`config.mk`:
```
export PLATFORM = sky130hd
export DESIGN_NAME = mem_ctrl
export DESIGN_NICKNAME = d
export VERILOG_FILES = /design/src/rtl/mem_ctrl_pkg.sv /design/src/rtl/mem_load_ext.sv /design/src/rtl/mem_ctrl.sv
export SDC_FILE = /design/constraint.sdc
export NUM_CORES = 1
export LEC_CHECK = 0
export CORE_ASPECT_RATIO = 0.8
export CORE_MARGIN = 3
export CORE_UTILIZATION = 47
export CTS_CLUSTER_DIAMETER = 100
export DETAILED_ROUTE_END_ITERATION = 10
export PLACE_DENSITY_LB_ADDON = 0.05
export SKIP_CTS_REPAIR_TIMING = 1
export SYNTH_ARGS = -nofsm -noshare
export SYNTH_HDL_FRONTEND = slang
export SYNTH_SLANG_ARGS = --single-unit
```
`constraint.sdc`:
```
create_clock -name clk_in -period 7.9 [get_ports clk_in]
set_input_delay 2.37 -clock clk_in [delete_from_list [all_inputs] [get_ports clk_in]]
set_output_delay 2.37 -clock clk_in [all_outputs]
set_load 0.02 [all_outputs]
```
`src/rtl/mem_ctrl_pkg.sv`:
```
// Shared encodings for the byte-serial RAM sequencer.
// Access sizes, FSM states and the IO region tag.
package mem_ctrl_pkg;

  localparam logic [1:0] SZ_B = 2'd0;
  localparam logic [1:0] SZ_H = 2'd1;
  localparam logic [1:0] SZ_W = 2'd2;

  localparam logic [1:0] IO_ADDR_HI_DEF = 2'b11;

  typedef enum logic [1:0] {
    ST_IDLE  = 2'd0,
    ST_READ  = 2'd1,
    ST_WRITE = 2'd2
  } state_t;

  // Size code 3 is treated as a full word.
  function automatic logic [2:0] size_bytes(input logic [1:0] sz);
    case (sz)
      SZ_B:    return 3'd1;
      SZ_H:    return 3'd2;
      default: return 3'd4;
    endcase
  endfunction

endpackage

```
`src/rtl/mem_load_ext.sv`:
```
// Load result shaping: keeps the low bytes of a little-endian word
// and sign- or zero-extends them according to the access size.
module mem_load_ext
  import mem_ctrl_pkg::*;
(
  input  logic [31:0] raw,
  input  logic [1:0]  size,
  input  logic        sgn,
  output logic [31:0] data
);

  always_comb begin
    data = raw;
    case (size)
      SZ_B:    data = {{24{sgn & raw[7]}}, raw[7:0]};
      SZ_H:    data = {{16{sgn & raw[15]}}, raw[15:0]};
      default: data = raw;
    endcase
  end

endmodule

```
`src/rtl/mem_ctrl.sv`:
```
// Byte-serial RAM arbiter between instruction fetch and the store/load
// buffer; drives one 8-bit RAM port and returns a single done pulse.
module mem_ctrl
  import mem_ctrl_pkg::*;
#(
  parameter int         ENTRY_W    = 4,
  parameter logic [1:0] IO_ADDR_HI = IO_ADDR_HI_DEF
) (
  input  logic               clk_in,
  input  logic               rst_in,
  input  logic               rdy_in,
  input  logic               clear_in,
  input  logic               if_req,
  input  logic [31:0]        if_addr,
  output logic               if_done,
  output logic [31:0]        if_data,
  input  logic               slb_need,
  input  logic               slb_wr,
  input  logic [31:0]        slb_addr,
  input  logic [1:0]         slb_size,
  input  logic               slb_signed,
  input  logic [31:0]        slb_dout,
  input  logic [ENTRY_W-1:0] slb_entry,
  output logic               slb_done,
  output logic [ENTRY_W-1:0] slb_entry_out,
  output logic [31:0]        slb_din,
  input  logic [7:0]         mem_din,
  output logic [7:0]         mem_dout,
  output logic [31:0]        mem_a,
  output logic               mem_wr,
  input  logic               io_buffer_full
);

  state_t state, state_n;

  logic               last_slb;
  logic               is_fetch;
  logic [31:0]        req_addr;
  logic [31:0]        req_data;
  logic [2:0]         req_n;
  logic [1:0]         req_size;
  logic               req_sgn;
  logic [ENTRY_W-1:0] req_entry;
  logic [2:0]         step;
  logic [31:0]        raw_q;
  logic [31:0]        raw_n;
  logic [31:0]        ext_data;
  logic               wr_q;

  logic        can_acc;
  logic        grant_if;
  logic        grant_slb;
  logic        rd_last;
  logic        wr_last;
  logic        stall;
  logic        new_stall;
  logic [2:0]  step_p1;
  logic [31:0] addr_nxt;
  logic [7:0]  byte_nxt;
  logic [1:0]  lane;

  // Requesters drop their request in the cycle they see done,
  // so nothing is accepted while a pulse is on the wire.
  assign can_acc   = (state == ST_IDLE) && !if_done
                     && !slb_done && !clear_in;
  assign grant_if  = can_acc && if_req
                     && (!slb_need || last_slb);
  assign grant_slb = can_acc && slb_need && !grant_if;

  assign step_p1  = step + 3'd1;
  assign addr_nxt = req_addr + {29'd0, step_p1};
  assign byte_nxt = req_data[{step_p1[1:0], 3'b000} +: 8];
  assign lane     = step[1:0] - 2'd1;

  assign rd_last = (state == ST_READ) && (step == req_n);
  assign wr_last = (state == ST_WRITE) && wr_q
                   && (step_p1 == req_n);

  assign stall     = (req_addr[17:16] == IO_ADDR_HI)
                     && io_buffer_full;
  assign new_stall = (slb_addr[17:16] == IO_ADDR_HI)
                     && io_buffer_full;

  assign mem_wr = wr_q & rdy_in;

  // RAM answers one cycle late: in step k it returns byte k-1.
  always_comb begin
    raw_n = raw_q;
    if (step != 3'd0) raw_n[{lane, 3'b000} +: 8] = mem_din;
  end

  mem_load_ext u_ext (
    .raw  (raw_n),
    .size (req_size),
    .sgn  (req_sgn),
    .data (ext_data)
  );

  always_comb begin
    state_n = state;
    unique case (state)
      ST_IDLE: begin
        if (grant_if || (grant_slb && !slb_wr))
          state_n = ST_READ;
        else if (grant_slb)
          state_n = ST_WRITE;
      end
      ST_READ: begin
        if (clear_in || rd_last) state_n = ST_IDLE;
      end
      ST_WRITE: begin
        if (wr_last) state_n = ST_IDLE;
      end
      default: state_n = ST_IDLE;
    endcase
  end

  always_ff @(posedge clk_in or posedge rst_in) begin
    if (rst_in) state <= ST_IDLE;
    else if (rdy_in) state <= state_n;
  end

  always_ff @(posedge clk_in or posedge rst_in) begin
    if (rst_in) begin
      last_slb      <= 1'b1;
      is_fetch      <= 1'b0;
      req_addr      <= '0;
      req_data      <= '0;
      req_n         <= '0;
      req_size      <= '0;
      req_sgn       <= 1'b0;
      req_entry     <= '0;
      step          <= '0;
      raw_q         <= '0;
      wr_q          <= 1'b0;
      if_done       <= 1'b0;
      if_data       <= '0;
      slb_done      <= 1'b0;
      slb_entry_out <= '0;
      slb_din       <= '0;
      mem_a         <= '0;
      mem_dout      <= '0;
    end else if (rdy_in) begin
      if_done  <= 1'b0;
      slb_done <= 1'b0;
      unique case (state)
        ST_IDLE: begin
          if (grant_if || grant_slb) begin
            step     <= '0;
            raw_q    <= '0;
            last_slb <= grant_slb;
            mem_a    <= grant_if ? if_addr : slb_addr;
            req_addr <= grant_if ? if_addr : slb_addr;
          end
          if (grant_if) begin
            is_fetch <= 1'b1;
            req_n    <= 3'd4;
            req_size <= SZ_W;
            req_sgn  <= 1'b0;
            wr_q     <= 1'b0;
          end else if (grant_slb) begin
            is_fetch  <= 1'b0;
            req_n     <= size_bytes(slb_size);
            req_size  <= slb_size;
            req_sgn   <= slb_signed;
            req_data  <= slb_dout;
            req_entry <= slb_entry;
            mem_dout  <= slb_dout[7:0];
            wr_q      <= slb_wr && !new_stall;
          end
        end
        ST_READ: begin
          // A rollback drops the read with mem_a left where it was.
          if (!clear_in) begin
            if (step != 3'd0) raw_q <= raw_n;
            if (rd_last) begin
              if (is_fetch) begin
                if_done <= 1'b1;
                if_data <= ext_data;
              end else begin
                slb_done      <= 1'b1;
                slb_entry_out <= req_entry;
                slb_din       <= ext_data;
              end
            end else begin
              step <= step_p1;
              if (step_p1 < req_n) mem_a <= addr_nxt;
            end
          end
        end
        ST_WRITE: begin
          if (wr_last) begin
            wr_q          <= 1'b0;
            slb_done      <= 1'b1;
            slb_entry_out <= req_entry;
            slb_din       <= '0;
          end else if (wr_q) begin
            step     <= step_p1;
            mem_a    <= addr_nxt;
            mem_dout <= byte_nxt;
            wr_q     <= !stall;
          end else begin
            wr_q <= !stall;
          end
        end
        default: ;
      endcase
    end
  end

endmodule

```
==> metrics.yaml <==
status: "finished, final reports clean"
tritoncts: "done"
synth_fp_nets: 1200
worst_slack_ps: 1730
p_comb_frac: 0.454
ys_seq_area_frac: 0.495
setup.worst_path.end_class: "primary output"
clock_sinks: 224
grt_start_max_net_pins: 126
synth_top_area_cell: "dfrtp_1"
p_seq_frac: 0.342
synthFlopType: "dfrtp_1"
cp_max_fo: 14
clk_latency_ps: 520
die_w_um: 180
slew_violations: 0
clk_pin_slew_ps: 60
async_flop_share: 1.00
overflow: 0
power.share.clock: 0.204
cts_buffers: 24
antenna_left: 0
p_sw_w: 0.00214
synth.most_common_cell: "dfrtp_1"
synth.area.top_cells: "dfrtp_1, mux2_2, mux2i_1"
drt_pass1_iterations: 6
drt_iter0_drc: 773
worstPathArrival_ps: 3800
grt_use_total: 0.231
cts_buffer_depth: 3
fmax_mhz: 162
grt_pass1_wl_um: 49100
vias: 9058
wirelength_um: 30400
cellPowerDensity_nw_per_um2: 371
synth_area_um2: 11300
post_drt_wl_per_cell_um: 19.1
h-tree-depth: 1
switching_share: 0.394
grt_busiest_layer: "met1"
coreArea_um2: 23500
antenna_found_initial: 2
synthTopCellsByCount: "dfrtp_1, nand2_1, o21ai_0"
num_io_pins: 230
syn_avg_cell_area_um2: 10.6
drt-vias-per-instance: 5.68
drc: 0
start_util: 0.482
synth_edf_count: 0
syn_to_final_growth_pct: 29.2
nets: 1399
die_h_um: 145
drv_cap: 0
grt_pass1_vias: 8801
dpl.hpwl_um: 21000
tns_ps: 0
globalRouteMet2Util: 0.328
hp-class: "flip-flop to flip-flop"
fin_skew_ps: 16.6
min_period_ps: 6170
tightest_slew_ps: 1180
pre_cts_slack_ps: 1750
fin_crit_sh: 0.781
p_int_w: 0.00330
leakage_nw: 6.31
yosysWarningCount: 0
rsz0062_at_grt: "false"
io_buffers: 229
critPathRequiredTime_ps: 5530
synth_top_area_share: 0.493
gp_congestion: 0.853
max-slew-margin-rel: 0.210
cts_root_buffer: "clkbuf_16"
met1_usage: 0.350
synth_seq_cells: 224
yosysUniqueCellTypes: 70
die_area_um2: 26000
ir_drop_uv: 191
grt_use_met3: 0.0722
hold_viol_final: 0
syn-instance-count: 1065
drive_gt1_frac: 0.124
start_kind: "input port"
setup_violations: 0
criticalPathCategory: "input port to primary output"
rows: 50
-- sequential cells by signal (all words and copies together), names as in the netlist --
| register | flops |
|---|---|
| if_data | 32 |
| if_done | 1 |
| is_fetch | 1 |
| last_slb | 1 |
| mem_a | 32 |
| mem_dout | 8 |
| raw_q | 32 |
| req_addr | 32 |
| req_data | 32 |
| req_entry | 4 |
| req_n | 3 |
| req_sgn | 1 |
| req_size | 2 |
| slb_din | 32 |
| slb_done | 1 |
| slb_entry_out | 4 |
| state | 2 |
| step | 3 |
| wr_q | 1 |
-- cells by family after synthesis --
group,Yosys count,share of synthesized area
buffers and inverters,89,0.0328
xor gates and xnor gates,24,0.0186
DFF,224,0.495
and+or+nand+nor,312,0.139
adders and majority gates,16,0.0183
AOI/OAI and AO/OA,267,0.162
muxes,133,0.134
-- layout by cell type, fill, tap and decap left out, types with 5 or more instances in the layout --
cell type and instances:
mux4_2 8, nor3_1 18, clkbuf_1 5, a21o_1 12, clkinv_2 5, ha_1 15
and2_1 5, nor2_1 30, buf_4 15, nand3_1 41, xnor2_1 16, o2bb2ai_1 19
and4_1 12, mux2i_1 52, o31ai_1 20, nand2b_1 6, o311a_1 8, o21ai_0 90
a221o_1 8, clkbuf_8 5, dfrtp_1 223, nor4_1 15, clkdlybuf4s50_1 229, nor2b_1 11
nand4_1 8, o211ai_1 11, nand3b_1 9, nand2_1 129, mux2_2 73, xor2_1 8
a22o_1 26, inv_1 16, clkbuf_16 25, a21oi_1 31, a21boi_0 15
-- layer usage --
layer	share of wire	up-vias	wire, um
met5	0	-	0
met3	0.088	43	2660
met2	0.41	306	12300
met4	0.019	0	564
li1	-	4307	-
met1	0.49	4402	14800
-- per-stage QoR --
| stage | std cells | area (um^2) | total power, W | util | hold slack [ps] |
|---|---|---|---|---|---|
| 2_1_floorplan | 1065 | 11300 | 0.00346 | - | 444 |
| 4_1_cts | 1592 | 14600 | 0.00548 | 0.622 | 478 |
| 6_report | 1594 | 14600 | 0.00544 | 0.622 | 474 |
| 5_1_grt | 1593 | 14600 | 0.00581 | 0.622 | 491 |
| 3_5_place_dp | 1550 | 13900 | 0.00435 | 0.589 | 464 |
| 3_3_place_gp | 1550 | 13900 | 0.00429 | 0.589 | 458 |
-- power by group through the flow --
| stage | logic [W] | clock network, W | registers (W) |
|---|---|---|---|
| final | 0.00247 | 0.00111 | 0.00186 |
| after global routing | 0.00271 | 0.00118 | 0.00192 |
| after CTS | 0.00249 | 0.00113 | 0.00186 |
| after global placement | 0.00243 | 0 | 0.00186 |
| after detailed placement | 0.00248 | 0 | 0.00187 |
| after floorplan | 0.00147 | 0 | 0.00199 |
-- cell type report --
type	count	area, um^2
clock buffers	35	713
clock inverters	7	62.6
multi-input cells	752	5370
repair buffers	245	2420
well taps	312	390
diodes	2	5.00
fillers	1938	8880
flip-flops and latches	224	5610
inverters	17	67.6
-- path summary, 6_finish.rpt --
| path | slack (ps) | cells after the start | start | to |
|---|---|---|---|---|
| hold reg to reg | 470 | 1 | if_data[10] | if_data[10] |
| hold / removal | 470 | 1 | if_data[10] | if_data[10] |
| min in group asynchronous | 2330 | 2 | rst_in | mem_a[30] |
| max in group asynchronous | 4230 | 3 | rst_in | mem_a[2] |
| setup / recovery | 1730 | 4 | rdy_in | mem_wr |
| setup reg to reg | 4200 | 10 | step[0] | mem_a[2] |
-- critical path, cell delays in order --
cell             delay (ps)
clkdlybuf4s50_1         460
buf_4                   210
and2_1                  150
clkdlybuf4s50_1         610
Note: power is estimated with default switching activity, not from simulation.
==> RTL change 1 (same settings) <==
The parameter `ENTRY_W` goes from 4 to 5.
--- a/src/rtl/mem_ctrl.sv
+++ b/src/rtl/mem_ctrl.sv
@@ -3,7 +3,7 @@
 module mem_ctrl
   import mem_ctrl_pkg::*;
 #(
-  parameter int         ENTRY_W    = 4,
+  parameter int         ENTRY_W    = 5,
   parameter logic [1:0] IO_ADDR_HI = IO_ADDR_HI_DEF
 ) (
   input  logic               clk_in,
Interface: changed (resized slb_entry and slb_entry_out); port bits go from 230 to 232. No check against the original RTL was run, so the function may have changed too.
==> RTL change 1 against the original RTL <==
Setup slack worse by 0.33 ns; routed wire length is 0.45% higher; fmax is 5.0% lower; design area is 0.81% higher; highest routed layer unchanged; count of clock-buffer cells in the layout is 3 lower; critical path type unchanged; via count is 1.5% lower; final cell count is 1.6% lower; clock power is 13% higher; sequential cell count is 2 higher; critical path depth is 1 lower; total power is 8.0% lower; global-route usage is 0.22 points lower; area after synthesis hardly changed; die area hardly changed.
==> RTL change 1: results (changes against the original RTL) <==
- CP max FO: 12 (was 14)
- Outcome: completed (unchanged)
- Max stage delay cell, worst path: clkdlybuf4s50_1 (unchanged)
- Share of synthesized registers carrying an async set or reset: 1.00 (unchanged)
- IR drop worst, VDD: 0.179 mV (was 0.191 mV)
- Most instantiated cells after synthesis: 225 x dfrtp_1, 143 x nand2_1, 81 x o21ai_0 (was 223 x dfrtp_1, 129 x nand2_1, 90 x o21ai_0)
- Placer Congestion: 0.862 (was 0.853)
- Inserted Diodes: 0 (was 2)
- Iter 0 DRT Violations: 679 (was 773)
- Layout cell share with drive strength beyond 1: 0.126 (was 0.124)
- Global-route wire length before repair: 48.6 mm (was 49.1 mm)
- Seq/Total Area, Yosys: 0.499 (was 0.495)
- Yosys warning total: 0 (unchanged)
- Top post-synthesis cells by area: dfrtp_1 50%, mux2_2 6.0%, nand2_1 4.7% (was dfrtp_1 49%, mux2_2 7.3%, mux2i_1 4.6%)
- Clk slew on worst S/H paths: 0.06 ns (about the same)
- Worst path arrival time: 4.13 ns (was 3.80 ns)
- Leakage: 6.42 nW (was 6.31 nW)
- # port buffers: 231 (was 229)
- Final #Nets: 1375 (was 1399)
- Total track usage: 0.229 (was 0.231)
- Vias in the first global route: 8809 (was 8801)
- CP peak stage delay: 0.85 ns (was 0.61 ns)
- Clk root buf: clkbuf_16 (unchanged)
- Hold Crit Class: flip-flop to flip-flop (unchanged)
- CTS max path bufs: 3 (unchanged)
- Syn_nets: 1172 (was 1200)
- DRT Wirelength: 30.5 mm (was 30.4 mm)
- Drt pass-1 iters: 5 (was 6)
- Initial antenna violation count: 0 (was 2)
- CTS Buf Count: 24 (unchanged)
- Slew @ Worst Pin: 1.13 ns (was 1.18 ns)
- Worst skew pair latency: 0.51 ns
- DR vias/cell: 5.69 (was 5.68)
- HPWL Detailed: 20.7 mm (was 21.0 mm)
- Largest net degree at the start of global routing: 162 (was 126)
- Fillers: 1992 (was 1938)
- Synth unique cells: 75 (was 70)
- Delay-heaviest family, CP: buffers and inverters (unchanged)
- Max H-tree Level: 1 (unchanged)
- Worst Skew: 0.00713 ns (was 0.0166 ns)
==> RTL change 1: worst paths after layout <==
check	from	end	slack [ns]	cells past startpoint
worst max register to register	step[1]	mem_a[15]	4.31	9
max in group asynchronous	rst_in	req_data[10]	4.73	3
worst min register to register	last_slb	last_slb	0.47	2
min in group asynchronous	rst_in	mem_a[31]	2.45	3
worst min-delay path	last_slb	last_slb	0.47	2
worst max-delay path	rdy_in	mem_wr	1.40	3
==> RTL change 1: through the flow <==
step                      setup slack [ns]  utilization  hold slack [ns]  instance area [um^2]  instances
final                                 1.40        0.628            0.469                 14800       1568
after global routing                  1.39        0.628            0.489                 14800       1568
after CTS                             1.41        0.628            0.471                 14800       1568
after detailed placement              1.42        0.590            0.460                 13900       1525
after global placement                1.44        0.590            0.455                 13900       1525
after floorplan                       2.58            -            0.442                 11300       1036
==> RTL change 1: worst register-to-register path, delay by kind of cell, from the launching register on <==
family | cells | cell delay (ns)
AOI/OAI and AO/OA | 3 | 1.06
and+or+nand+nor | 2 | 0.93
adders and majority gates | 2 | 0.61
DFF | 1 | 0.45
buffers and inverters | 2 | 0.48
==> RTL change 1: power breakdown <==
part           internal (mW)  switching [mW]
sequential              1.48           0.254
clock                  0.786           0.468
combinational          0.881            1.13
==> RTL change 1: cell families (layout without fill, tap and decap cells) <==
group,after synthesis,in the layout,synth area share
XOR/XNOR,24,24,0.0192
multiplexers,119,119,0.121
AND/OR/NAND/NOR,304,304,0.143
AO/OA/AOI/OAI,261,261,0.167
buffers and inverters,86,306,0.0325
adder cells (fa/ha/maj),16,16,0.0183
flip-flops,226,226,0.499
==> RTL change 1: layer usage <==
layer  vias to the layer above  part of all wire  track usage
met2                       278              0.43        0.341
li1                       4234                 -            -
met3                        32             0.071       0.0510
met1                      4375              0.49        0.349
met4                         0             0.016       0.0415
met5                         -                 0            0
==> RTL change 1: final cells by class <==
cell class,instances,area (um^2),share of cell area
multi-input combinational,724,5320,0.361
clock buffer,32,702,0.0476
sequential,226,5660,0.383
inverter,19,75.1,0.00509
timing repair buffer,244,2420,0.164
clock inverter,11,190,0.0129
tap,312,390,0.0264
==> RTL change 2 (same settings) <==
Made on the original files. The 3 states of `state_t` get a one-hot encoding in 3 bits.
--- a/src/rtl/mem_ctrl_pkg.sv
+++ b/src/rtl/mem_ctrl_pkg.sv
@@ -8,10 +8,10 @@
 
   localparam logic [1:0] IO_ADDR_HI_DEF = 2'b11;
 
-  typedef enum logic [1:0] {
-    ST_IDLE  = 2'd0,
-    ST_READ  = 2'd1,
-    ST_WRITE = 2'd2
+  typedef enum logic [2:0] {
+    ST_IDLE  = 3'b001,
+    ST_READ  = 3'b010,
+    ST_WRITE = 3'b100
   } state_t;
 
   // Size code 3 is treated as a full word.
Formal check against the unedited RTL: no difference found for any inputs over 4 cycles, from zero or initial values and one cycle with rst_in high; so few cycles prove little.
==> RTL change 2 against the original RTL <==
Design area is 0.83% higher; routed wire length is 5.8% higher; setup slack worse by 0.014 ns; register-to-register slack worse by 0.30 ns; total power is 9.9% lower; critical path depth is 1 lower; area after synthesis is 1.9% higher; sequential cell count is 1 higher; first-iteration DRC count is 1.9% lower; critical path type unchanged; largest cell class unchanged.
==> RTL change 2: results (changes against the original RTL) <==
- Outcome: completed (unchanged)
- Vias: 9461 (was 9058)
- HPWL Detailed: 22.6 mm (was 21.0 mm)
- Fillers: 2019 (was 1938)
- Seq/Total Area, Yosys: 0.488 (was 0.495)
- Worst Skew: 0.0241 ns (was 0.0166 ns)
- Total track usage: 0.234 (was 0.231)
- Vias in the first global route: 9178 (was 8801)
- Wl on met1: 15.6 mm (was 14.8 mm)
- CP max FO: 7 (was 14)
- Synth Area in XOR/XNOR: 0.00986 (was 0.0186)
- Met1 Track Usage GR: 0.374 (was 0.350)
- Syn_nets: 1221 (was 1200)
- Synth Area in Adders: 0.0137 (was 0.0183)
- Drt pass-1 iters: 5 (was 6)
- Mux cell area share after synthesis: 0.121 (was 0.134)
- Met2 usage: 0.333 (was 0.328)
- Hold Startpoint: slb_din[1] (was if_data[10])
- Leakage: 6.30 nW (was 6.31 nW)
- Minimum hold slack: 0.475 ns (was 0.474 ns)
- GRT met3 Usage: 0.0506 (was 0.0722)
- Hold Path End: slb_din[1] (was if_data[10])
- Non-Filler Instances: 1613 (was 1594)
- Inserted Diodes: 0 (was 2)
- Top post-synthesis cells by area: dfrtp_1 48%, o21ai_0 4.2%, nand2_1 3.9% (was dfrtp_1 49%, mux2_2 7.3%, mux2i_1 4.6%)
- Placed inst area: 0.0140 mm^2 (was 0.0139 mm^2)
- Inst Count DP: 1570 (was 1550)
- Per-cell routed wire length: 19.9 um (was 19.1 um)
- Final #Nets: 1415 (was 1399)
- Max Clk Rate: 162 MHz (about the same)
- Register-to-register setup slack: 3.90 ns (was 4.20 ns)
- Post-synthesis compound-gate area fraction: 0.185 (was 0.162)
- Initial antenna violation count: 1 (was 2)
- Metal2 WL: 13.5 mm (was 12.3 mm)
- Global-route wire length before repair: 51.3 mm (was 49.1 mm)
- Dpl ws: 1.73 ns (was 1.75 ns)
- WL met3: 2.54 mm (was 2.66 mm)
- Most instantiated cells after synthesis: 223 x dfrtp_1, 121 x nand2_1, 96 x o21ai_0 (was 223 x dfrtp_1, 129 x nand2_1, 90 x o21ai_0)
- CP peak stage delay: 0.63 ns (was 0.61 ns)
- Syn Area/Cell: 10.6 um^2 (about the same)
- Placer Congestion: 0.917 (was 0.853)
## RTL change 2: cell types whose count changed in the layout (fill, tap and decap cells not counted), sizes merged, moves of 8 or more
cell / before / now
a211oi: 2 / 23
mux2: 73 / 60
nand4: 9 / 22
o211ai: 13 / 0
mux2i: 52 / 43
o31ai: 20 / 29
a22o: 26 / 34
nand3b: 9 / 1
nor3: 19 / 27
o21ai: 91 / 99
or4: 2 / 10
xnor2: 16 / 8
## RTL change 2: cell type report
cell class | count | area (um^2) | area share
clock buffers | 36 | 697 | 0.0472
flip-flops and latches | 225 | 5630 | 0.382
multi-input cells | 759 | 5420 | 0.367
well taps | 312 | 390 | 0.0264
repair buffers | 249 | 2440 | 0.165
clock inverters | 7 | 85.1 | 0.00576
inverters | 25 | 97.6 | 0.00661
## RTL change 2: where the power goes
group	internal, mW	switching, mW
Combinational	0.912	1.05
Clock	0.673	0.462
Sequential	1.50	0.304
Total	3.08	1.82
